File: config.mk
export PLATFORM = sky130hd
export DESIGN_NAME = frame_buf_lock
export DESIGN_NICKNAME = d
export VERILOG_FILES = /design/src/rtl/frame_lock_pkg.sv /design/src/rtl/frame_lock_alloc.sv /design/src/rtl/frame_buf_lock.sv
export SDC_FILE = /design/constraint.sdc
export NUM_CORES = 1
export LEC_CHECK = 0
export BUFFER_PORTS_ARGS = -buffer_cell sky130_fd_sc_hd__buf_2
export CAP_MARGIN = 10
export CORE_ASPECT_RATIO = 1.1
export CORE_UTILIZATION = 43
export CTS_BUF_LIST = sky130_fd_sc_hd__clkbuf_8 sky130_fd_sc_hd__clkbuf_16
export CTS_CLUSTER_DIAMETER = 100
export CTS_CLUSTER_SIZE = 30
export DETAILED_ROUTE_END_ITERATION = 7
export GPL_TIMING_DRIVEN = 0
export PLACE_DENSITY = 0.86
export RECOVER_POWER = 50
export SYNTH_ARGS = -nofsm -noshare
export SYNTH_HDL_FRONTEND = slang
export SYNTH_SLANG_ARGS = --single-unit
File: constraint.sdc
create_clock -name clk_clk -period 4.2 [get_ports clk_clk]
set_input_delay 0.21 -clock clk_clk [delete_from_list [all_inputs] [get_ports clk_clk]]
set_output_delay 0.21 -clock clk_clk [all_outputs]
set_load 0.03 [all_outputs]
File: src/rtl/frame_lock_pkg.sv
// Shared types, limits and helpers for the frame-buffer lock manager.
// Statistics counters are built only when FRAME_LOCK_STATS_EN is defined.
package frame_lock_pkg;

    localparam int MAX_BUF = 16;
    localparam int MAX_RD  = 4;
    localparam int SAT_W   = 32;

    typedef enum logic [1:0] {
        FREE    = 2'd0,
        WRITING = 2'd1,
        NEWEST  = 2'd2,
        HELD    = 2'd3
    } buf_state_e;

    // NEWEST outranks HELD when a buffer is both, matching what a reader would fetch next.
    function automatic buf_state_e buf_state(input logic writing, input logic newest,
                                             input logic held);
        if (writing)
            return WRITING;
        else if (newest)
            return NEWEST;
        else if (held)
            return HELD;
        return FREE;
    endfunction

    function automatic logic [SAT_W-1:0] sat_inc(input logic [SAT_W-1:0] v, input int w);
        logic [SAT_W-1:0] w_lim;
        w_lim = {SAT_W{1'b1}} >> (SAT_W - w);
        return (v == w_lim) ? v : v + SAT_W'(1);
    endfunction

endpackage

File: src/rtl/frame_lock_alloc.sv
// Lowest-index-set priority encoder used to pick the writer's next buffer.
// Part of frame_buf_lock (optional stats via FRAME_LOCK_STATS_EN, not used here).
module frame_lock_alloc
    import frame_lock_pkg::*;
#(
    parameter int NUM_BUF = 3,
    parameter int IDX_W   = (NUM_BUF > 1) ? $clog2(NUM_BUF) : 1
) (
    input  logic [NUM_BUF-1:0] i_free,
    output logic [IDX_W-1:0]   o_idx,
    output logic               o_found
);

    always_comb begin
        o_idx   = '0;
        o_found = 1'b0;
        for (int b = NUM_BUF - 1; b >= 0; b--) begin
            if (i_free[b]) begin
                o_idx   = IDX_W'(b);
                o_found = 1'b1;
            end
        end
    end

endmodule

File: src/rtl/frame_buf_lock.sv
// Frame-buffer lock manager: one writer, NUM_RD readers, newest-frame publication.
// Define FRAME_LOCK_STATS_EN to build the drop/skip statistics counters.
module frame_buf_lock
    import frame_lock_pkg::*;
#(
    parameter int NUM_BUF = 3,
    parameter int NUM_RD  = 1,
    parameter int IDX_W   = (NUM_BUF > 1) ? $clog2(NUM_BUF) : 1,
    parameter int CNT_W   = 16
) (
    input  logic                    clk_clk,
    input  logic                    reset_reset_n,
    input  logic                    wr_frame_start,
    input  logic                    wr_frame_done,
    output logic [IDX_W-1:0]        wr_buf,
    output logic                    wr_valid,
    input  logic [NUM_RD-1:0]       rd_frame_start,
    input  logic [NUM_RD-1:0]       rd_freeze,
    output logic [NUM_RD*IDX_W-1:0] rd_buf,
    output logic [NUM_RD-1:0]       rd_valid,
    output logic [IDX_W-1:0]        newest_buf,
    output logic                    newest_valid,
    output logic [CNT_W-1:0]        drop_cnt,
    output logic [CNT_W-1:0]        skip_cnt
);

    if (NUM_RD < 1 || NUM_RD > MAX_RD || NUM_BUF < NUM_RD + 2 || NUM_BUF > MAX_BUF) begin : g_bad_cfg
        $error("frame_buf_lock: NUM_BUF/NUM_RD outside supported range");
    end

    logic [IDX_W-1:0]   r_wr_buf;
    logic               r_wr_valid;
    logic [IDX_W-1:0]   r_newest_buf;
    logic               r_newest_valid;
    logic [IDX_W-1:0]   r_rd_buf [NUM_RD];
    logic [NUM_RD-1:0]  r_rd_valid;

    logic               w_publish;
    logic               w_wr_valid_mid;
    logic [IDX_W-1:0]   w_newest_buf_nxt;
    logic               w_newest_valid_nxt;
    logic [NUM_RD-1:0]  w_rd_take;
    logic [IDX_W-1:0]   w_rd_buf_nxt [NUM_RD];
    logic [NUM_RD-1:0]  w_rd_valid_nxt;
    logic [NUM_BUF-1:0] w_held;
    logic [NUM_BUF-1:0] w_free;
    logic [IDX_W-1:0]   w_alloc_idx;
    logic               w_alloc_found;
    logic [IDX_W-1:0]   w_wr_buf_nxt;
    logic               w_wr_valid_nxt;

    // Done is applied first, so readers starting in the same cycle see the fresh frame.
    always_comb begin
        w_publish          = wr_frame_done && r_wr_valid;
        w_wr_valid_mid     = r_wr_valid && !wr_frame_done;
        w_newest_buf_nxt   = w_publish ? r_wr_buf : r_newest_buf;
        w_newest_valid_nxt = w_publish || r_newest_valid;
        w_held             = '0;
        w_free             = '0;
        for (int r = 0; r < NUM_RD; r++) begin
            w_rd_take[r]      = rd_frame_start[r] && !rd_freeze[r] && w_newest_valid_nxt;
            w_rd_buf_nxt[r]   = w_rd_take[r] ? w_newest_buf_nxt : r_rd_buf[r];
            w_rd_valid_nxt[r] = w_rd_take[r] || r_rd_valid[r];
        end
        // The writing buffer is left out on purpose: a start either aborts it or finds none.
        for (int b = 0; b < NUM_BUF; b++) begin
            for (int r = 0; r < NUM_RD; r++) begin
                if (w_rd_valid_nxt[r] && w_rd_buf_nxt[r] == IDX_W'(b))
                    w_held[b] = 1'b1;
            end
            w_free[b] = !w_held[b] && !(w_newest_valid_nxt && w_newest_buf_nxt == IDX_W'(b));
        end
    end

    frame_lock_alloc #(
        .NUM_BUF (NUM_BUF),
        .IDX_W   (IDX_W)
    ) u_alloc (
        .i_free  (w_free),
        .o_idx   (w_alloc_idx),
        .o_found (w_alloc_found)
    );

    always_comb begin
        w_wr_buf_nxt   = r_wr_buf;
        w_wr_valid_nxt = w_wr_valid_mid;
        if (wr_frame_start) begin
            w_wr_valid_nxt = w_alloc_found;
            if (w_alloc_found)
                w_wr_buf_nxt = w_alloc_idx;
        end
    end

    always_ff @(posedge clk_clk or negedge reset_reset_n) begin
        if (!reset_reset_n) begin
            r_wr_buf       <= '0;
            r_wr_valid     <= 1'b0;
            r_newest_buf   <= '0;
            r_newest_valid <= 1'b0;
            r_rd_valid     <= '0;
            for (int r = 0; r < NUM_RD; r++)
                r_rd_buf[r] <= '0;
        end else begin
            r_wr_buf       <= w_wr_buf_nxt;
            r_wr_valid     <= w_wr_valid_nxt;
            r_newest_buf   <= w_newest_buf_nxt;
            r_newest_valid <= w_newest_valid_nxt;
            r_rd_valid     <= w_rd_valid_nxt;
            for (int r = 0; r < NUM_RD; r++)
                r_rd_buf[r] <= w_rd_buf_nxt[r];
        end
    end

    assign wr_buf       = r_wr_buf;
    assign wr_valid     = r_wr_valid;
    assign newest_buf   = r_newest_buf;
    assign newest_valid = r_newest_valid;
    assign rd_valid     = r_rd_valid;
    for (genvar r = 0; r < NUM_RD; r++) begin : g_rd_out
        assign rd_buf[r*IDX_W +: IDX_W] = r_rd_buf[r];
    end

`ifdef FRAME_LOCK_STATS_EN
    logic [CNT_W-1:0] r_drop_cnt;
    logic [CNT_W-1:0] r_skip_cnt;
    logic             r_newest_taken;

    // A skip is a published frame replaced before any reader fetched it.
    always_ff @(posedge clk_clk or negedge reset_reset_n) begin
        if (!reset_reset_n) begin
            r_drop_cnt     <= '0;
            r_skip_cnt     <= '0;
            r_newest_taken <= 1'b0;
        end else begin
            if (w_publish && r_newest_valid && !r_newest_taken)
                r_skip_cnt <= CNT_W'(sat_inc(SAT_W'(r_skip_cnt), CNT_W));
            if (wr_frame_start && w_wr_valid_mid)
                r_drop_cnt <= CNT_W'(sat_inc(SAT_W'(r_drop_cnt), CNT_W));
            r_newest_taken <= (|w_rd_take) || (r_newest_taken && !w_publish);
        end
    end

    assign drop_cnt = r_drop_cnt;
    assign skip_cnt = r_skip_cnt;
`else
    assign drop_cnt = '0;
    assign skip_cnt = '0;
`endif

endmodule
==> reports/summary.txt, run 1 <==
status: complete, no violations
global-route wire length before repair: 1920 um
Pwr Density: 491 mW/mm2
Die H: 43.8 um
CTS tree: yes
Antenna Nets Post-Route: 0
Synth Area in Simple Gates: 9.87%
initial DRC count: 6
fmax: 686 MHz
Cell Area, Placed: 891 um2
Reg clk slew, reported paths: 40 ps
Worst Path Buf+Inv: 0
Remaining DRCs: 0
Setup TNS: 0 ps
CP arrival: 1580 ps
worst reg-to-reg setup slack: 2740 ps
multiplexer area fraction after synthesis: 8.23%
Cell Area, Synth: 684 um2
# Max-Cap Violations: 0
critical path endpoint category: flip-flop
initial core utilization: 48.2%
Critical Path RT: 4330 ps
Setup CP Type: flip-flop to flip-flop
IO Count: 47
CP max-delay cell: dfrtp_1
largest family of logic cells by synthesized area: buffers and inverters
final instance area: 942 um2
Layout area overhead: 37.7%
Synth Area in XOR/XNOR: 1.28%
Slew Viols, Final: 0
Vias/cell: 3.85
Total GRT Usage: 16.8%
post-route minimum period: 1460 ps
CP top delay family: multiplexers
Synth area leader: buf_4
# H-tree levels: 1
RSZ-0062 raised after global routing: no
post-synthesis compound-gate area fraction: 8.23%
Netlist cell types: 27
r2r worst-path depth: 4
Max stage delay on crit path: 420 ps
synth top area cells: buf_4, dfrtp_1, mux2i_1
Pre-antenna DRT Iters: 4
Leak: 0.000570 uW
CP Cell Sequence: nand2_2 > mux2i_2 > mux2i_1 > o41ai_2
Setup Buffers After CTS: 0
Hold Crit Start: wr_frame_done
RR Endpoint: wr_buf[0]
vias in the first global route: 446
Clock Sinks: 9
WP depth: 4
Post-Synthesis Cells: 71
HPWL Detailed: 1030 um
DIE AREA: 0.00176 mm2
Post-Route Skew: 1.45 ps
# rows: 14
Post-Route WL: 1220 um
CP Launch Point: wr_valid
CTS root buffer: clkbuf_8
Max VDD drop: 0.240 mV
fin crit share: 34.7%
via count: 528
clock tree buffer depth: 2
final hold violations: 0
worst-path fanout max: 5
Congestion Overflow GR: 0
Synth Warn #: 0
Placer Congestion: 0.717
Final nets: 128
layout cell share with drive strength beyond 1: 42.1%
Die W: 40.0 um
antenna violations before repair: 0
reg2reg start: wr_valid
final core occ: 66.4%
top cell type's share of synthesized area: 35.1%
# setup viols final: 0
input/output buffers: 14
maximum number of pins on one net before global-route repair: 10
TritonCTS buffer count: 3
register bit total from synthesis: 9
Synth Area in Adders: 0%
WL/cell: 8.88 um
core area: 0.00142 mm2
synthesized area per cell: 9.64 um2
Antenna diodes: 0
CP endpoint: wr_buf[0]
sequential element share of the synthesized area: 32.9%
Skew-Pair Late Insertion Delay: 230 ps
critical path startpoint category: flip-flop
Hold Path Class: input pin to flip-flop
-- timing repair --
action | in CTS | in global routing
hold endpoints to repair | 9 | 0
hold buffers | 1 | 0
resized for setup | 0 | 0
-- stage by stage --
stage	worst slack [ps]	total power, uW	hold slack, ps	instances
4_1_cts	2720	466	223	137
2_1_floorplan	2710	316	-85.6	102
3_5_place_dp	2740	366	70.9	132
6_report	2740	463	226	137
5_1_grt	2650	493	241	137
3_3_place_gp	2800	358	66.4	132
-- cells in the final DEF (no fill, tap or decap), types with 2 or more instances in the layout --
cell type  instances
buf_2             11
buf_4             32
clkbuf_1           3
clkbuf_8           3
conb_1            32
dfrtp_1            9
inv_1              5
mux2i_1            2
nand2b_1           2
-- worst reg2reg max path, delay by kind of cell (launching register included) --
| kind | cells | cell delay (ps) |
|---|---|---|
| multiplexers | 2 | 470 |
| flip-flops | 1 | 420 |
| AO/OA/AOI/OAI | 1 | 330 |
| AND/OR/NAND/NOR | 1 | 140 |
-- logic make-up after synthesis --
| logic type | after synthesis |
|---|---|
| other cells | 1 |
| flops | 9 |
| buf+inv | 37 |
| xor+xnor | 1 |
| mux | 5 |
| simple gates | 11 |
| compound gates | 7 |
-- layer usage --
metal  track usage (%)  share of wire [%]
met5                 0                  0
met4              10.3                2.5
met3              6.15                 11
met2              29.7                 53
met1              15.2                 33
-- cell usage after synthesis (all sizes together) --
library cell / n
nand2: 2
mux2i: 3
conb: 1
a21o: 1
a21boi: 1
nand3b: 1
nand2b: 2
o2bb2ai: 1
o21ai: 1
nand4b: 1
mux2: 2
dfrtp: 9
a31oi: 1
nor3b: 1
xor2: 1
and3: 1
inv: 4
o41ai: 1
nand3: 1
nor2: 1
or2: 1
a21oi: 1
buf: 33
-- area by class of cell --
| type | instances | area [um2] |
|---|---|---|
| fillers | 120 | 477 |
| plain buffers | 33 | 251 |
| clock buffers | 3 | 41.3 |
| well taps | 16 | 20.0 |
| flip-flops and latches | 9 | 225 |
| multi-input cells | 56 | 309 |
| repair buffers | 15 | 76.3 |
| clock inverters | 1 | 3.75 |
| inverters | 4 | 15.0 |
-- state kept, by name (all words and copies together) (netlist names) --
register / flops
wr_valid: 1
wr_buf: 2
newest_valid: 1
rd_buf: 2
newest_buf: 2
rd_valid: 1
-- worst min path at each step --
stage                               end  cells past startpoint
after floorplan           newest_buf[0]                      0
after global placement        wr_buf[1]                      1
after detailed placement      wr_buf[1]                      1
after CTS                      wr_valid                      2
after global routing           wr_valid                      2
final                          wr_valid                      2
-- report_power, final --
group	internal, uW	switching [uW]
combinational	80.9	145
clock	63.6	34.1
sequential	113	26.1
total	257	205
(Power assumes the default switching activity.)
==> run 2: changes to the inputs <==
CORE_UTILIZATION = 36   (was 43)
PLACE_DENSITY = 0.77   (was 0.86)
clock period = 1.2 ns   (was 4.2 ns; I/O delays follow)
==> reports/summary.txt, run 2 (same netlist as run 1, synthesis figures left out) <==
Placer Congestion: 0.744 (+3.8%)
DIE AREA: 0.00208 mm2 (+18%)
vias in the first global route: 429 (-3.8%)
Pre-antenna DRT Iters: 5 (+1)
routed wl met3: 100 um (-26%)
Critical Path RT: 1330 ps (-3000 ps)
critical path endpoint category: flip-flop
Final Worst Setup Slack: -138 ps (-2880 ps)
Clock Sinks: 9 (unchanged)
Max-slew headroom: 66.5%
Post-Route Skew: 3.16 ps (+1.71 ps)
maximum number of pins on one net before global-route repair: 10 (unchanged)
commonest non-fill, non-tap cell in the layout: buf_4
initial DRC count: 10 (+4)
Total Power: 1790 uW (+290%)
Congestion Overflow GR: 0 (unchanged)
# rows: 16 (+2)
Antenna diodes: 0 (unchanged)
metal2 WL: 660 um (+2.2%)
status: complete, but fails checks
final non-filler cell total: 142 (+3.6%)
post-route minimum period: 1340 ps (-120 ps)
Final nets: 131 (+2.3%)
Reg clk slew, reported paths: 50 ps (about the same)
# setup viols final: 3 (+3)
Total GRT Usage: 12.2% (-4.6 points)
Max VDD drop: 0.760 mV (+220%)
Antenna Nets Post-Route: 0 (unchanged)
r2r worst-path depth: 4 (unchanged)
placed cells: 134 (+1.5%)
HPWL Detailed: 972 um (-5.6%)
global-route wire length before repair: 1790 um (-6.8%)
Max stage delay on crit path: 430 ps (about the same)
IO Count: 47 (unchanged)
WL/cell: 8.67 um (-2.4%)
core area: 0.00178 mm2 (+26%)
input/output buffers: 14 (unchanged)
hold depth: 3 (+1)
# Max-Cap Violations: 0 (unchanged)
Hold Path Class: input pin to flip-flop
TritonCTS buffer count: 3 (unchanged)
Die W: 43.6 um (+8.8%)
layout cell share with drive strength beyond 1: 51.6% (+9.5 points)
CTS tree: yes
final hold slack: 88.3 ps (-138 ps)
critical path startpoint category: flip-flop
Vias/cell: 3.73 (-3.3%)
RSZ-0062 raised after global routing: yes
actual slew at the worst max-slew pin: 502 ps
Pwr Density: 1770 mW/mm2 (+260%)
fin crit share: 111% (+77 points)
CP arrival: 1470 ps (-110 ps)
antenna violations before repair: 0 (unchanged)
Skew-Pair Late Insertion Delay: 230 ps (about the same)
highest routed metal layer: met3
# H-tree levels: 1 (unchanged)
initial core utilization: 38.4% (-9.8 points)
CTS root buffer: clkbuf_8
commonest cells after routing, fill and taps aside: buf_4, conb_1, buf_2
clock tree buffer depth: 2 (unchanged)
via count: 529 (+0.19%)
final hold violations: 0 (unchanged)
Remaining DRCs: 6 (+6)
Slew Viols, Final: 0 (unchanged)
Leak: 0.000592 uW (+3.8%)
Post-Route WL: 1230 um (+1.2%)
Setup TNS: -321 ps (-321 ps)
CP max-delay cell: dfrtp_2
M1 WL: 469 um (+16%)
CP Cell Sequence: a21o_1 > a31oi_2 > mux2i_1 > o41ai_2
failing checks: design-rule violations, negative setup slack
Setup CP Type: flip-flop to flip-flop
worst-path fanout max: 3 (-2)
fmax: 748 MHz (+8.9%)
Die H: 47.7 um (+8.9%)
Layout area overhead: 47.9%
-- run 2: changes by cell type in the layout (fill, tap and decap cells not counted), sizes merged --
| cell | change |
|---|---|
| clkinv | +1 |
| clkbuf | -2 |
| inv | -1 |
| buf | +5 |
-- run 2: layout make-up --
type	count	area, um2
plain buffers	32	240
multi-input cells	56	352
repair buffers	19	109
fillers	176	769
clock inverters	1	5.00
inverters	4	15.0
flip-flops and latches	9	228
clock buffers	3	41.3
well taps	18	22.5
-- run 2: repair_timing --
item	CTS	global route
gates resized for setup	4	0
endpoints found under the hold margin	9	0
pin swaps	1	0
hold buffers	1	0
setup buffers	2	2
endpoints found under the setup margin	5	5
-- run 2: path summary, 6_finish.rpt --
| path | startpoint | end | slack (ps) |
|---|---|---|---|
| worst min-delay path | wr_frame_start | wr_buf[1] | 90 |
| min in group asynchronous | reset_reset_n | wr_buf[0] | 290 |
| worst max-delay path | wr_valid | wr_buf[0] | -140 |
| worst max register to register | wr_valid | wr_buf[0] | -140 |
| max in group asynchronous | reset_reset_n | newest_valid | 540 |
| worst min register to register | rd_valid | rd_valid | 480 |
-- run 2: report_power, final --
part,switching [uW],internal (uW),total [uW],leakage (uW)
clock,129,227,357,0.0000255
combinational,547,387,933,0.000464
sequential,109,395,504,0.000103
-- run 2: through the flow --
stage	area (um2)	setup WS, ps	utilization [%]
CTS	998	-137	56.0
global route	1010	-186	56.8
global placement	918	-137	51.5
floorplan	826	-169	-
finish	1010	-138	56.8
detailed placement	918	-201	51.5
-- run 2: layer usage --
layer / GRT usage (%) / up-vias
met2: 21.8 / 25
met3: 3.40 / 0
li1: - / 272
met1: 13.1 / 232
met4: 7.50 / 0
met5: 0 / -
-- run 2: critical path: cells and delay by family, from the launching register on --
family | cells | cell delay [ps]
AO/OA/AOI/OAI | 3 | 680
flip-flops | 1 | 430
multiplexers | 1 | 120
==> run 3: changes to the inputs <==
==> constraint.sdc (replaced) <==
create_clock -name clk_clk -period 1.2 [get_ports clk_clk]
set_input_delay 0.3 -clock clk_clk [delete_from_list [all_inputs] [get_ports clk_clk]]
set_output_delay 0.3 -clock clk_clk [all_outputs]
set_load 0.03 [all_outputs]
==> reports/summary.txt, run 3 (same netlist as run 1, synthesis figures left out) <==
status: complete, but fails checks
failing checks: design-rule violations, negative setup slack
# rows: 16 (unchanged)
Placer Congestion: 0.744 (unchanged)
Leak: 0.000594 uW (+0.35%)
GRT busiest layer: met2
Max-slew headroom: 66.5% (about the same)
Layout area overhead: 49.7%
WL/cell: 8.70 um (+0.41%)
Remaining DRCs: 6 (unchanged)
footprint of the multi-input gates: 352 um2 (unchanged)
Post-Route Skew: 3.24 ps (+0.0783 ps)
met1 usage: 13.1% (unchanged)
Setup CP Type: flip-flop to flip-flop
Clock Sinks: 9 (unchanged)
Pwr Density: 1780 mW/mm2 (+0.28%)
Place WS: -208 ps (-6.96 ps)
Total GRT Usage: 12.2% (unchanged)
Reg clk slew, reported paths: 50 ps (about the same)
global-route wire length before repair: 1790 um (unchanged)
TritonCTS buffer count: 3 (unchanged)
Total Power: 1820 uW (+1.5%)
layout cell share with drive strength beyond 1: 52.4% (+0.81 points)
initial core utilization: 38.4% (unchanged)
Max stage delay on crit path: 430 ps (about the same)
CTS root buffer: clkbuf_8
critical path endpoint category: flip-flop
Slew Viols, Final: 0 (unchanged)
Skew-Pair Late Insertion Delay: 230 ps (about the same)
grt met2 use: 21.8% (unchanged)
Pre-antenna DRT Iters: 5 (unchanged)
Vias/cell: 3.73 (+0.19%)
input/output buffers: 14 (unchanged)
antenna violations before repair: 0 (unchanged)
commonest cells after routing, fill and taps aside: buf_4, conb_1, buf_2
DIE AREA: 0.00208 mm2 (unchanged)
maximum number of pins on one net before global-route repair: 10 (unchanged)
initial DRC count: 10 (unchanged)
CP arrival: 1470 ps (about the same)
Hold Path Class: input pin to flip-flop
final hold slack: 325 ps (+237 ps)
clock tree buffer depth: 2 (unchanged)
RSZ-0062 raised after global routing: yes
vias in the first global route: 429 (unchanged)
worst-path fanout max: 3 (unchanged)
Post-Route WL: 1240 um (+0.41%)
Die W: 43.6 um (unchanged)
via count: 530 (+0.19%)
Max VDD drop: 0.779 mV (+2.5%)
# setup viols final: 4 (+1)
HPWL Detailed: 972 um (unchanged)
Final nets: 131 (unchanged)
Critical Path RT: 1330 ps (about the same)
CTS tree: yes
IO Count: 47 (unchanged)
Storage cell area: 229 um2 (+0.55%)
fill count: 173 (-1.7%)
# Max-Cap Violations: 0 (unchanged)
commonest non-fill, non-tap cell in the layout: buf_4
fmax: 748 MHz (about the same)
critical path startpoint category: flip-flop
Cell Area, Placed: 918 um2 (unchanged)
fin crit share: 111% (about the same)
# H-tree levels: 1 (unchanged)
CP max-delay cell: dfrtp_2
CP Cell Sequence: a21o_1 > a31oi_2 > mux2i_1 > o41ai_2
final hold violations: 0 (unchanged)
core area: 0.00178 mm2 (unchanged)
Antenna diodes: 0 (unchanged)
Congestion Overflow GR: 0 (unchanged)
actual slew at the worst max-slew pin: 502 ps (+0.211 ps)
post-route minimum period: 1340 ps (-0.504 ps)
met3 GRT Util: 3.40% (unchanged)
final instance area: 0.00102 mm2 (+1.2%)
Final Worst Setup Slack: -137 ps (+0.504 ps)
Die H: 47.7 um (unchanged)
Antenna Nets Post-Route: 0 (unchanged)
final core occ: 57.5% (+0.70 points)
run 3: cell counts in the layout (fill, tap and decap cells not counted):
Identical to the previous run, type by type.
run 3: worst paths after layout:
check,endpoint,cells after the start,from,slack [ps]
max,wr_buf[0],4,wr_valid,-140
min,wr_buf[1],3,wr_frame_start,330
max reg2reg,wr_buf[0],4,wr_valid,-140
min reg2reg,rd_valid,1,rd_valid,480
max in group asynchronous,wr_buf[1],2,reset_reset_n,300
min in group asynchronous,wr_buf[0],2,reset_reset_n,530
run 3: worst max-delay path: cells and delay by family, from the launching register on:
family / cells / cell delay (ps)
compound gates: 3 / 680
flops: 1 / 430
mux: 1 / 120
run 3: routing by layer:
metal  up-vias  part of all wire, %
met2        25                   54
met1       233                   38
met4         0                    0
met3         0                  7.9
met5         -                    0
li1        272                    -
run 3: layout make-up:
| cell class | count | share of cell area (%) |
|---|---|---|
| Buffer | 32 | 23.4 |
| Clock buffer | 3 | 4.03 |
| Clock inverter | 1 | 0.488 |
| Inverter | 4 | 1.47 |
| Multi-Input combinational cell | 56 | 34.3 |
| Sequential cell | 9 | 22.3 |
| Tap cell | 18 | 2.20 |
| Timing Repair Buffer | 19 | 11.7 |
run 3: what timing repair did:
item	in CTS	in global routing
gates cloned	0	0
setup buffers	2	2
resized for setup	8	1
endpoints found under the setup margin	6	8
pin swaps	1	0
hold endpoints to repair	9	0
hold buffers	1	0
run 3: stage by stage:
| stage | std cells | setup TNS [ps] |
|---|---|---|
| floorplan | 102 | -425 |
| global placement | 134 | -283 |
| detailed placement | 134 | -380 |
| CTS | 140 | -364 |
| global route | 142 | -532 |
| finish | 142 | -371 |
run 3: power breakdown:
part           internal, uW  switching [uW]  total, uW
Sequential              399             110        509
Clock                   227             129        356
Combinational           408             548        956
